**config.mk**
```make
export PLATFORM = sky130hd
export DESIGN_NAME = romload_sdram_writer
export DESIGN_NICKNAME = d
export VERILOG_FILES = /design/src/rtl/romload_sdram_writer_pkg.sv /design/src/rtl/romload_sdram_writer_fifo.sv /design/src/rtl/romload_sdram_writer.sv
export SDC_FILE = /design/constraint.sdc
export NUM_CORES = 1
export LEC_CHECK = 0
export ABC_AREA = 1
export BUFFER_PORTS_ARGS = -buffer_cell sky130_fd_sc_hd__buf_2
export CELL_PAD_IN_SITES_DETAIL_PLACEMENT = 0
export CELL_PAD_IN_SITES_GLOBAL_PLACEMENT = 1
export CORE_MARGIN = 8
export CORE_UTILIZATION = 52
export DETAILED_ROUTE_END_ITERATION = 16
export HOLD_SLACK_MARGIN = 0.1
export PLACE_DENSITY = 0.81
export SYNTH_ARGS = -nofsm -noshare
export SYNTH_HDL_FRONTEND = slang
export SYNTH_SLANG_ARGS = --single-unit
```
**constraint.sdc**
```tcl
create_clock -name clk -period 12 [get_ports clk]
set_input_delay 2.4 -clock clk [delete_from_list [all_inputs] [get_ports clk]]
set_output_delay 2.4 -clock clk [all_outputs]
set_load 0.03 [all_outputs]
```
**src/rtl/romload_sdram_writer_pkg.sv**
```systemverilog
// Shared types for the ROM-load SDRAM writer: load-mode encoding, FIFO entry
// layout and the per-mode byte base address lookup.
package romload_pkg;

    typedef enum logic [2:0] {
        LOAD_IDLE    = 3'd0,
        LOAD_ROM     = 3'd1,
        LOAD_CARTRAM = 3'd2,
        LOAD_CONFIG  = 3'd3,
        LOAD_BIOS    = 3'd4
    } load_mode_e;

    localparam int unsigned ENTRY_ADDR_W = 32;

    typedef struct packed {
        logic [ENTRY_ADDR_W-1:0] addr;
        logic [15:0]             data;
        logic [1:0]              be;
    } fifo_entry_t;

    // Undefined loading codes behave as idle.
    function automatic load_mode_e decode_mode(input logic [2:0] loading);
        case (loading)
            3'd1:    return LOAD_ROM;
            3'd2:    return LOAD_CARTRAM;
            3'd3:    return LOAD_CONFIG;
            3'd4:    return LOAD_BIOS;
            default: return LOAD_IDLE;
        endcase
    endfunction

    function automatic logic [31:0] mode_base(input load_mode_e mode,
                                              input logic [31:0] rom_base,
                                              input logic [31:0] cartram_base,
                                              input logic [31:0] bios_base);
        case (mode)
            LOAD_ROM:     return rom_base;
            LOAD_CARTRAM: return cartram_base;
            LOAD_BIOS:    return bios_base;
            default:      return '0;
        endcase
    endfunction

endpackage

```
**src/rtl/romload_sdram_writer_fifo.sv**
```systemverilog
// Synchronous first-word-fall-through FIFO; a pop in the same cycle frees a
// slot for a push even when full.
module sync_fifo #(
    parameter int unsigned WIDTH = 8,
    parameter int unsigned DEPTH = 8
) (
    input  logic             clk,
    input  logic             reset,
    input  logic             push,
    input  logic [WIDTH-1:0] push_data,
    input  logic             pop,
    output logic [WIDTH-1:0] head,
    output logic             full,
    output logic             empty
);
    localparam int unsigned PTR_W = $clog2(DEPTH);

    logic [WIDTH-1:0] store [DEPTH];
    logic [PTR_W-1:0] wr_ptr;
    logic [PTR_W-1:0] rd_ptr;
    logic [PTR_W:0]   count;
    logic             do_push;
    logic             do_pop;

    assign empty   = (count == '0);
    assign full    = (count == (PTR_W+1)'(DEPTH));
    assign do_pop  = pop & ~empty;
    assign do_push = push & (~full | do_pop);
    assign head    = store[rd_ptr];

    always_ff @(posedge clk) begin
        if (do_push) begin
            store[wr_ptr] <= push_data;
        end
    end

    always_ff @(posedge clk) begin
        if (reset) begin
            wr_ptr <= '0;
            rd_ptr <= '0;
            count  <= '0;
        end else begin
            if (do_push) wr_ptr <= wr_ptr + 1'b1;
            if (do_pop)  rd_ptr <= rd_ptr + 1'b1;
            case ({do_push, do_pop})
                2'b10:   count <= count + 1'b1;
                2'b01:   count <= count - 1'b1;
                default: count <= count;
            endcase
        end
    end

endmodule

```
**src/rtl/romload_sdram_writer.sv**
```systemverilog
// Turns the iosys ROM-load byte stream into 16-bit SDRAM writes (little-endian
// byte pairs at per-mode bases), with config-mode bytes shifted into cfg_data.
module romload_sdram_writer
    import romload_pkg::*;
#(
    parameter int unsigned       ADDR_W       = 25,
    parameter logic [ADDR_W-1:0] ROM_BASE     = '0,
    parameter logic [ADDR_W-1:0] CARTRAM_BASE = 25'h1E00000,
    parameter logic [ADDR_W-1:0] BIOS_BASE    = 25'h1F00000,
    parameter int unsigned       FIFO_DEPTH   = 8
) (
    input  logic              clk,
    input  logic              reset,
    input  logic [2:0]        loading,
    input  logic [7:0]        din,
    input  logic              din_valid,
    output logic              mem_req,
    output logic [ADDR_W-2:0] mem_addr,
    output logic [15:0]       mem_din,
    output logic [1:0]        mem_be,
    input  logic              mem_ack,
    output logic [31:0]       cfg_data,
    output logic [ADDR_W-1:0] loaded_bytes,
    output logic              busy,
    output logic              done,
    output logic              overflow
);
    typedef enum logic [1:0] {IDLE, STREAM_MEM, STREAM_CFG} state_e;

    state_e      state;
    load_mode_e  cur_mode;
    load_mode_e  new_mode;
    logic [ADDR_W-1:0] ptr;
    logic [7:0]  low;
    logic        busy_q;
    logic        mem_pend;
    logic        session_change;
    logic        mem_byte;
    logic        cfg_byte;
    logic        push;
    fifo_entry_t push_entry;
    fifo_entry_t head;
    logic        fifo_full;
    logic        fifo_empty;
    logic        fifo_pop;
    logic [31:0] base_full;
    logic        unused_upper_bits;

    assign new_mode       = decode_mode(loading);
    assign session_change = (new_mode != cur_mode);
    assign mem_byte       = din_valid & (state == STREAM_MEM);
    assign cfg_byte       = din_valid & (state == STREAM_CFG);
    assign base_full      = mode_base(new_mode, 32'(ROM_BASE), 32'(CARTRAM_BASE), 32'(BIOS_BASE));
    assign fifo_pop       = mem_ack & ~fifo_empty;

    // A byte on the mode-change cycle belongs to the old session, so an even-pointer
    // byte there is flushed immediately as a lone low half.
    always_comb begin
        push            = 1'b0;
        push_entry      = '0;
        push_entry.addr = ENTRY_ADDR_W'(ptr >> 1);
        if (mem_byte && ptr[0]) begin
            push            = 1'b1;
            push_entry.data = {din, low};
            push_entry.be   = 2'b11;
        end else if (mem_byte && session_change) begin
            push            = 1'b1;
            push_entry.data = {8'h00, din};
            push_entry.be   = 2'b01;
        end else if (session_change && state == STREAM_MEM && ptr[0]) begin
            push            = 1'b1;
            push_entry.data = {8'h00, low};
            push_entry.be   = 2'b01;
        end
    end

    sync_fifo #(
        .WIDTH ($bits(fifo_entry_t)),
        .DEPTH (FIFO_DEPTH)
    ) u_fifo (
        .clk       (clk),
        .reset     (reset),
        .push      (push),
        .push_data (push_entry),
        .pop       (fifo_pop),
        .head      (head),
        .full      (fifo_full),
        .empty     (fifo_empty)
    );

    assign mem_req  = ~fifo_empty;
    assign mem_addr = fifo_empty ? '0 : head.addr[ADDR_W-2:0];
    assign mem_din  = fifo_empty ? '0 : head.data;
    assign mem_be   = fifo_empty ? '0 : head.be;
    assign busy     = (state != IDLE) | ~fifo_empty;
    assign done     = busy_q & ~busy & mem_pend;

    assign unused_upper_bits = ^{head.addr[ENTRY_ADDR_W-1:ADDR_W-1], base_full[31:ADDR_W]};

    always_ff @(posedge clk) begin
        if (reset) begin
            state        <= IDLE;
            cur_mode     <= LOAD_IDLE;
            ptr          <= '0;
            low          <= '0;
            cfg_data     <= '0;
            loaded_bytes <= '0;
            overflow     <= 1'b0;
            busy_q       <= 1'b0;
            mem_pend     <= 1'b0;
        end else begin
            busy_q <= busy;
            if (done) mem_pend <= 1'b0;
            if (push && fifo_full && !fifo_pop) overflow <= 1'b1;
            if (mem_byte) begin
                if (!ptr[0]) low <= din;
                ptr          <= ptr + 1'b1;
                loaded_bytes <= loaded_bytes + 1'b1;
            end
            if (cfg_byte) begin
                cfg_data     <= {din, cfg_data[31:8]};
                loaded_bytes <= loaded_bytes + 1'b1;
            end
            if (session_change) begin
                cur_mode <= new_mode;
                if (new_mode != LOAD_IDLE) begin
                    ptr          <= base_full[ADDR_W-1:0];
                    low          <= '0;
                    loaded_bytes <= '0;
                    overflow     <= 1'b0;
                end
                case (new_mode)
                    LOAD_IDLE:   state <= IDLE;
                    LOAD_CONFIG: begin
                        state    <= STREAM_CFG;
                        cfg_data <= '0;
                    end
                    default: begin
                        state    <= STREAM_MEM;
                        mem_pend <= 1'b1;
                    end
                endcase
            end
        end
    end

endmodule

```
==> run_results.csv, run 1 <==
group,metric,value,unit
synth,synth_top_cells_by_area,"edfxtp_1 (56%), dfxtp_1 (12%), nor2_1 (8.0%)",
routing,drt_iter0_drc,877,
synth,synth_seq_cells,447,
routing,totalWireLength,41.8,mm
timing,report.final.slew_viol_count,0,
synth,synth_warnings,0,
global_routing,grt_pass1_vias,12000,
synth,synth_cell_types,45,
floorplanning,fp.dieH,202,um
timing,relSlewSlack,5.51,%
timing,setup_violations,0,
routing,dr.pass1.iters,5,
worst_setup_path,ff2ff_path_depth,10,
worst_setup_path,cp.required,9.60,ns
synth,synth_top_area_share,56.2,%
timing,post-route-period-util,51.5,%
clocking,clkTransAtPathRegs,0.06,ns
floorplanning,core.rowCount,68,
finish,nets,1720,
timing,fin_setup_tns,0,ns
clocking,cts_resized,0,
synth,synth_xor_area_share,1.41,%
outcome,outcome,"complete, no violations",
worst_setup_path,arrival,3.79,ns
routing,drtAntennaViolNets,0,
worst_setup_path,critPathMaxFanout,104,
global_routing,grt_overflow,0,
finish,drive_above_1_share,14.5,%
synth,syn-num-nets,1626,
clocking,cts_tree,"yes",
timing,fin_worst_skew,0.0206,ns
floorplanning,initial_core_util,52.4,%
clocking,cts_buffer_depth,3,
worst_hold_path,hold_class,"reg2reg",
synth,seq_area_frac_synth,68.6,%
place,dp_hpwl,24.2,mm
worst_setup_path,r2r_start,"state[0]",
clocking,cts_root_buf,"clkbuf_16",
synth,yosysTopAreaCell,"edfxtp_1",
synth,postSynthAreaPerCell,11.2,um^2
synth,synth_simple_gate_area_share,14.2,%
floorplanning,core_area,34300,um^2
worst_setup_path,end_kind,"output port",
worst_hold_path,min_to,"mem_pend",
synth,synth-adder-area-share,0.418,%
synth,synthMuxAreaShare,1.84,%
timing,hold_viol,0,
worst_setup_path,reg2reg_slack,8.09,ns
synth,synth_area,18000,um^2
clocking,cts_setup_buffers,0,
clocking,numCtsBuffers,46,
routing,post_drt_wl_per_cell,19.1,um
routing,num_vias,12300,
synth,ys.flop_type,"edfxtp_1",
clocking,cts_hold_buf,0,
power_and_ir_drop,power.density,212,nW/um^2
worst_setup_path,r2r-end,"u_fifo.store[0][0]",
floorplanning,fp.dieArea,40700,um^2
worst_hold_path,hold_start,"mem_pend",
worst_setup_path,start_kind,"flop",
place,io_buffer_count,117,
power_and_ir_drop,finalPower,4.33,mW
power_and_ir_drop,vdd_drop_max,145,uV
finish,num_antenna_cells,0,
timing,worst_slew_pin_slew,1.40,ns
synth,synth_cells,1605,
floorplanning,die_x,202,um
power_and_ir_drop,leakage,7.77,nW
timing,period_minus_slack,6.19,ns
global_routing,gr-usage-all-layers,20.2,%
global_routing,grt_antenna_before_repair,1,
clocking,cts_num_sinks,447,
synth,synth_top_family_by_area,"simple AND/OR/NAND/NOR gates",
timing,rsz0062_at_grt,"no",
routing,drc,0,
floorplanning,io_pins,118,
clocking,insertion_delay,0.55,ns
synth,synth_edf_count,336,
clocking,htree_levels,2,
timing,fin_hold_ws,0.476,ns
worst_hold_path,min_delay_path_depth,2,
global_routing,grt_max_degree,105,
worst_setup_path,critPathKind,"reg2out",
timing,fmax,162,MHz
synth,synth_compound_area_share,10.2,%
synth,async_reset_ff_share,0,%
job,drv_cap,0,
global_routing,grt_pass1_wl,66.3,mm
routing,routed_via_density,5.62,
place,gp_congestion,0.783,
finish,area_growth,13.6,%
[power by group]
part           leakage [nW]  internal, mW  switching [mW]
Clock                 0.708         0.794           0.574
Combinational          2.86         0.341           0.898
Sequential             4.20          1.67          0.0478
Total                  7.77          2.81            1.52
[cells by family (layout without fill, tap and decap cells)]
| logic type | count (synthesis) | in the layout |
|---|---|---|
| simple gates | 591 | 591 |
| flops | 447 | 447 |
| compound gates | 340 | 340 |
| buf+inv | 159 | 288 |
| mux | 33 | 33 |
| xor+xnor | 29 | 29 |
| fa+ha+maj | 6 | 6 |
[layout by cell type, fill, tap and decap left out, types with 9 or more instances in the layout]
cell type	n
nor2_4	9
dfxtp_1	109
edfxtp_1	336
nand4_1	11
xnor2_1	17
buf_2	117
nand2_1	93
nor2_1	375
buf_4	14
a31oi_1	44
nand3_1	44
nor3_1	25
clkbuf_16	49
clkbuf_1	9
o21ai_0	228
xor2_1	12
a21oi_1	19
inv_1	61
mux2i_1	33
o22ai_1	44
inv_2	11
clkinv_2	9
[layer usage]
metal  track usage (%)  vias to the layer above  wire length [um]
met5                 0                        -                13
met4              5.71                        2               927
met3              3.71                       69              2390
met2              32.4                      349             19400
met1              27.8                     6031             19100
li1                  -                     5855                 -
[state kept, by name (all words and copies together), names as in the netlist, named ones only]
signal	cells
u_fifo.store	336
cur_mode	3
overflow	1
u_fifo.count	4
ptr	25
cfg_data	32
state	2
u_fifo.wr_ptr	3
mem_pend	1
u_fifo.rd_ptr	3
loaded_bytes	25
busy_q	1
low	8
[cell type report]
class	count	area (um^2)
Clock inverter	24	183
Fill cell	2839	13900
Timing Repair Buffer	131	691
Clock buffer	59	1270
Tap cell	455	569
Sequential cell	447	12300
Multi-Input combinational cell	999	5080
Inverter	74	282
[synth_stat cells (2+ instances only)]
cell type / number
nand4_1: 11
edfxtp_1: 336
o22ai_1: 44
nand2_1: 93
a21oi_1: 19
nor3_1: 25
nor3_2: 3
nand2_2: 4
mux2i_1: 33
nor4_1: 4
nand3_2: 3
xor2_1: 12
a31oi_1: 44
clkbuf_1: 62
inv_1: 63
nor3_4: 2
or2_2: 2
nor2_2: 4
dfxtp_1: 111
inv_2: 11
xnor2_1: 17
o21ai_0: 228
ha_1: 6
nor3b_1: 2
nor2_1: 383
buf_2: 13
buf_1: 9
nand3_1: 44
[critical path: stages, from the launching register on]
cell     delay [ns]
dfxtp_4        0.57
inv_4          0.55
buf_4          0.88
o21ai_0        0.17
o22ai_1        0.17
o21ai_0        0.10
a31oi_1        0.43
buf_2          0.29
[per-stage QoR]
step	utilization [%]	setup WS (ns)	cells	area [um^2]
after floorplan	-	6.05	1605	18000
after global placement	55.2	6.13	2106	18900
after detailed placement	55.2	5.98	2106	18900
after CTS	59.5	5.83	2189	20400
after global routing	59.5	5.58	2189	20400
final	59.5	5.81	2189	20400
[worst max-delay path by stage]
| stage | to | slack [ns] |
|---|---|---|
| after global placement | u_fifo.store[0][21] | 6.13 |
| after global routing | mem_addr[1] | 5.58 |
| after CTS | mem_addr[1] | 5.83 |
| final | mem_addr[1] | 5.81 |
| after floorplan | u_fifo.store[0][0] | 6.05 |
| after detailed placement | u_fifo.store[0][27] | 5.98 |
Note: power is estimated with default switching activity, not from simulation.
==> inputs of run 2 (changes only) <==
--- a/config.mk
+++ b/config.mk
@@ -5,15 +5,15 @@
 export SDC_FILE = /design/constraint.sdc
 export NUM_CORES = 1
 export LEC_CHECK = 0
-export ABC_AREA = 1
+export ABC_AREA = 0
 export BUFFER_PORTS_ARGS = -buffer_cell sky130_fd_sc_hd__buf_2
 export CELL_PAD_IN_SITES_DETAIL_PLACEMENT = 0
 export CELL_PAD_IN_SITES_GLOBAL_PLACEMENT = 1
 export CORE_MARGIN = 8
-export CORE_UTILIZATION = 52
+export CORE_UTILIZATION = 51
 export DETAILED_ROUTE_END_ITERATION = 16
 export HOLD_SLACK_MARGIN = 0.1
-export PLACE_DENSITY = 0.81
+export PLACE_DENSITY = 0.76
 export SYNTH_ARGS = -nofsm -noshare
 export SYNTH_HDL_FRONTEND = slang
 export SYNTH_SLANG_ARGS = --single-unit
==> constraint.sdc (replaced) <==
create_clock -name clk -period 5.8 [get_ports clk]
set_input_delay 1.16 -clock clk [delete_from_list [all_inputs] [get_ports clk]]
set_output_delay 1.16 -clock clk [all_outputs]
set_load 0.03 [all_outputs]
==> run_results.csv, run 2 <==
group,metric,value,unit
worst_setup_path,ff2ff_path_depth,10,
synth,synth_most_common_cell,"edfxtp_1",
finish,drive_above_1_share,25.2,%
floorplanning,core_area,34300,um^2
routing,drtAntennaViolNets,0,
routing,drc,0,
worst_hold_path,min_delay_path_depth,2,
routing,post_drt_wl_per_cell,21.0,um
global_routing,grt_antenna_before_repair,3,
timing,fmax,234,MHz
worst_setup_path,start_kind,"input pin",
clocking,insertion_delay,0.54,ns
routing,dr.pass1.iters,5,
global_routing,grt_pass1_wl,58.0,mm
timing,layout_setup_ws,1.53,ns
clocking,clkTransAtPathRegs,0.06,ns
synth,synth_top_cells_by_area,"edfxtp_1 (57%), dfxtp_1 (13%), mux4_2 (11%)",
place,dp_hpwl,23.0,mm
timing,hold_viol,0,
synth,synth_warnings,0,
floorplanning,fp.dieH,202,um
power_and_ir_drop,vdd_drop_max,261,uV
power_and_ir_drop,finalPower,6.96,mW
finish,fill_cells,2640,
timing,period_minus_slack,4.27,ns
worst_setup_path,cp.required,6.02,ns
worst_hold_path,hold_class,"reg2reg",
power_and_ir_drop,leakage,6.88,nW
clocking,htree_levels,2,
clocking,numCtsBuffers,45,
timing,fin_hold_ws,0.450,ns
floorplanning,fp.dieArea,40800,um^2
synth,synth_area,17600,um^2
place,gp_congestion,0.759,
timing,rsz0062_at_grt,"no",
outcome,outcome,"complete, no violations",
timing,post-route-period-util,73.6,%
synth,syn-num-nets,1148,
synth,async_reset_ff_share,0,%
synth,postSynthAreaPerCell,15.6,um^2
place,io_buffer_count,117,
place,pre_cts_slack,0.955,ns
synth,yosysTopAreaCell,"edfxtp_1",
synth,synth_edf_count,336,
floorplanning,die_x,202,um
finish,layout_common_cells,"edfxtp_1 (336), nand2_1 (118), buf_2 (117)",
synth,synth_cell_types,55,
routing,num_vias,9757,
worst_setup_path,reg2reg_slack,1.82,ns
routing,routed_via_density,5.57,
clocking,cts_resized,0,
finish,largest_reg_flops,336,
worst_setup_path,arrival,4.49,ns
finish,multiInputGateArea,5100,um^2
synth,synth_top_cells_by_count,"edfxtp_1 (336), nand2_1 (118), dfxtp_1 (111)",
finish,nets,1282,
worst_setup_path,critPathMaxFanout,20,
clocking,cts_root_buf,"clkbuf_16",
finish,area_growth,15.3,%
global_routing,grt_overflow,0,
synth,seq_area_frac_synth,69.8,%
clocking,cts_tree,"yes",
clocking,cts_buffer_depth,3,
finish,register_area,12300,um^2
timing,fin_setup_tns,0,ns
worst_setup_path,r2r_start,"state[0]",
floorplanning,io_pins,118,
timing,setup_violations,0,
timing,report.final.slew_viol_count,0,
global_routing,gr-usage-all-layers,18.0,%
clocking,cts_num_sinks,447,
global_routing,grt_pass1_vias,10000,
floorplanning,initial_core_util,51.4,%
finish,regMostFlops,"u_fifo.store",
global_routing,grt_max_degree,65,
job,drv_cap,0,
finish,layout_commonest_cell,"edfxtp_1",
worst_setup_path,critPathKind,"in2reg",
clocking,cts_setup_buffers,0,
routing,totalWireLength,36.9,mm
finish,reg_top3,"u_fifo.store x336, cfg_data x32",
worst_hold_path,hold_start,"mem_pend",
power_and_ir_drop,power.density,342,nW/um^2
worst_setup_path,r2r-end,"u_fifo.store[4][30]",
synth,synth_top_area_share,57.2,%
timing,fin_worst_skew,0.0197,ns
clocking,cts_hold_buf,0,
routing,drt_iter0_drc,816,
synth,synth_seq_cells,447,
timing,worst_slew_pin_slew,1.14,ns
synth,ys.flop_type,"edfxtp_1",
timing,relSlewSlack,23.9,%
worst_hold_path,min_to,"mem_pend",
floorplanning,core.rowCount,68,
worst_setup_path,end_kind,"flop",
synth,synth_cells,1127,
run 2: cell count changes after synthesis, sizes merged, moves of 21 or more:
cell | previous run | this run
nor2 | 388 | 109
o21ai | 230 | 10
mux4 | 0 | 84
inv | 74 | 13
a31oi | 44 | 0
o22ai | 44 | 0
clkbuf | 62 | 27
a21oi | 19 | 48
nand3 | 48 | 22
nand2 | 98 | 119
run 2: routing by layer:
layer	share of wire (%)	GRT usage [%]
met5	0.049	0
met2	48	29.1
met4	2.2	4.90
met1	43	24.4
met3	6.7	4.13
run 2: report_power, final:
| part | internal [mW] | switching [mW] | total, mW |
|---|---|---|---|
| clock network | 1.66 | 1.18 | 2.84 |
| registers | 3.44 | 0.0550 | 3.49 |
| logic | 0.232 | 0.395 | 0.627 |
| total | 5.33 | 1.63 | 6.96 |
run 2: how the worst max path moves through the flow:
stage | startpoint | slack [ns] | to
floorplan | din_valid | -0.42 | u_fifo.store[2][0]
global placement | din_valid | 1.04 | u_fifo.store[4][4]
detailed placement | din_valid | 0.95 | u_fifo.store[4][4]
CTS | din_valid | 1.51 | u_fifo.store[4][30]
global route | din_valid | 1.22 | u_fifo.store[4][32]
finish | din_valid | 1.53 | u_fifo.store[4][30]
run 2: cells by family after synthesis:
kind of cell	share of synthesized area (%)
buffers and inverters	1.70
DFF	69.8
AOI/OAI and AO/OA	2.72
adders and majority gates	0.426
and+or+nand+nor	9.28
muxes	13.3
xor gates and xnor gates	2.73
run 2: stage by stage:
step	utilization (%)	cell area, um^2	std cells
final	59.3	20300	1753
after global routing	59.3	20300	1753
after CTS	59.3	20300	1752
after detailed placement	54.9	18800	1669
after global placement	54.9	18800	1669
after floorplan	-	17600	1127
run 2: critical path: stages:
cell      delay [ns]
buf_2           0.21
nand3b_4        0.16
inv_1           0.13
ha_1            0.55
inv_1           0.15
o21ai_1         0.21
nand3_2         0.20
inv_2           0.25
nand3_1         0.36
nor3_4          0.71
buf_4           0.39
run 2: layout make-up:
type,instances,share of cell area [%]
inverter,13,0.240
tap,455,2.80
clock inverter,27,1.19
timing repair buffer,141,3.89
antenna,1,0.0123
multi-input combinational,613,25.1
clock buffer,56,6.10
sequential,447,60.6
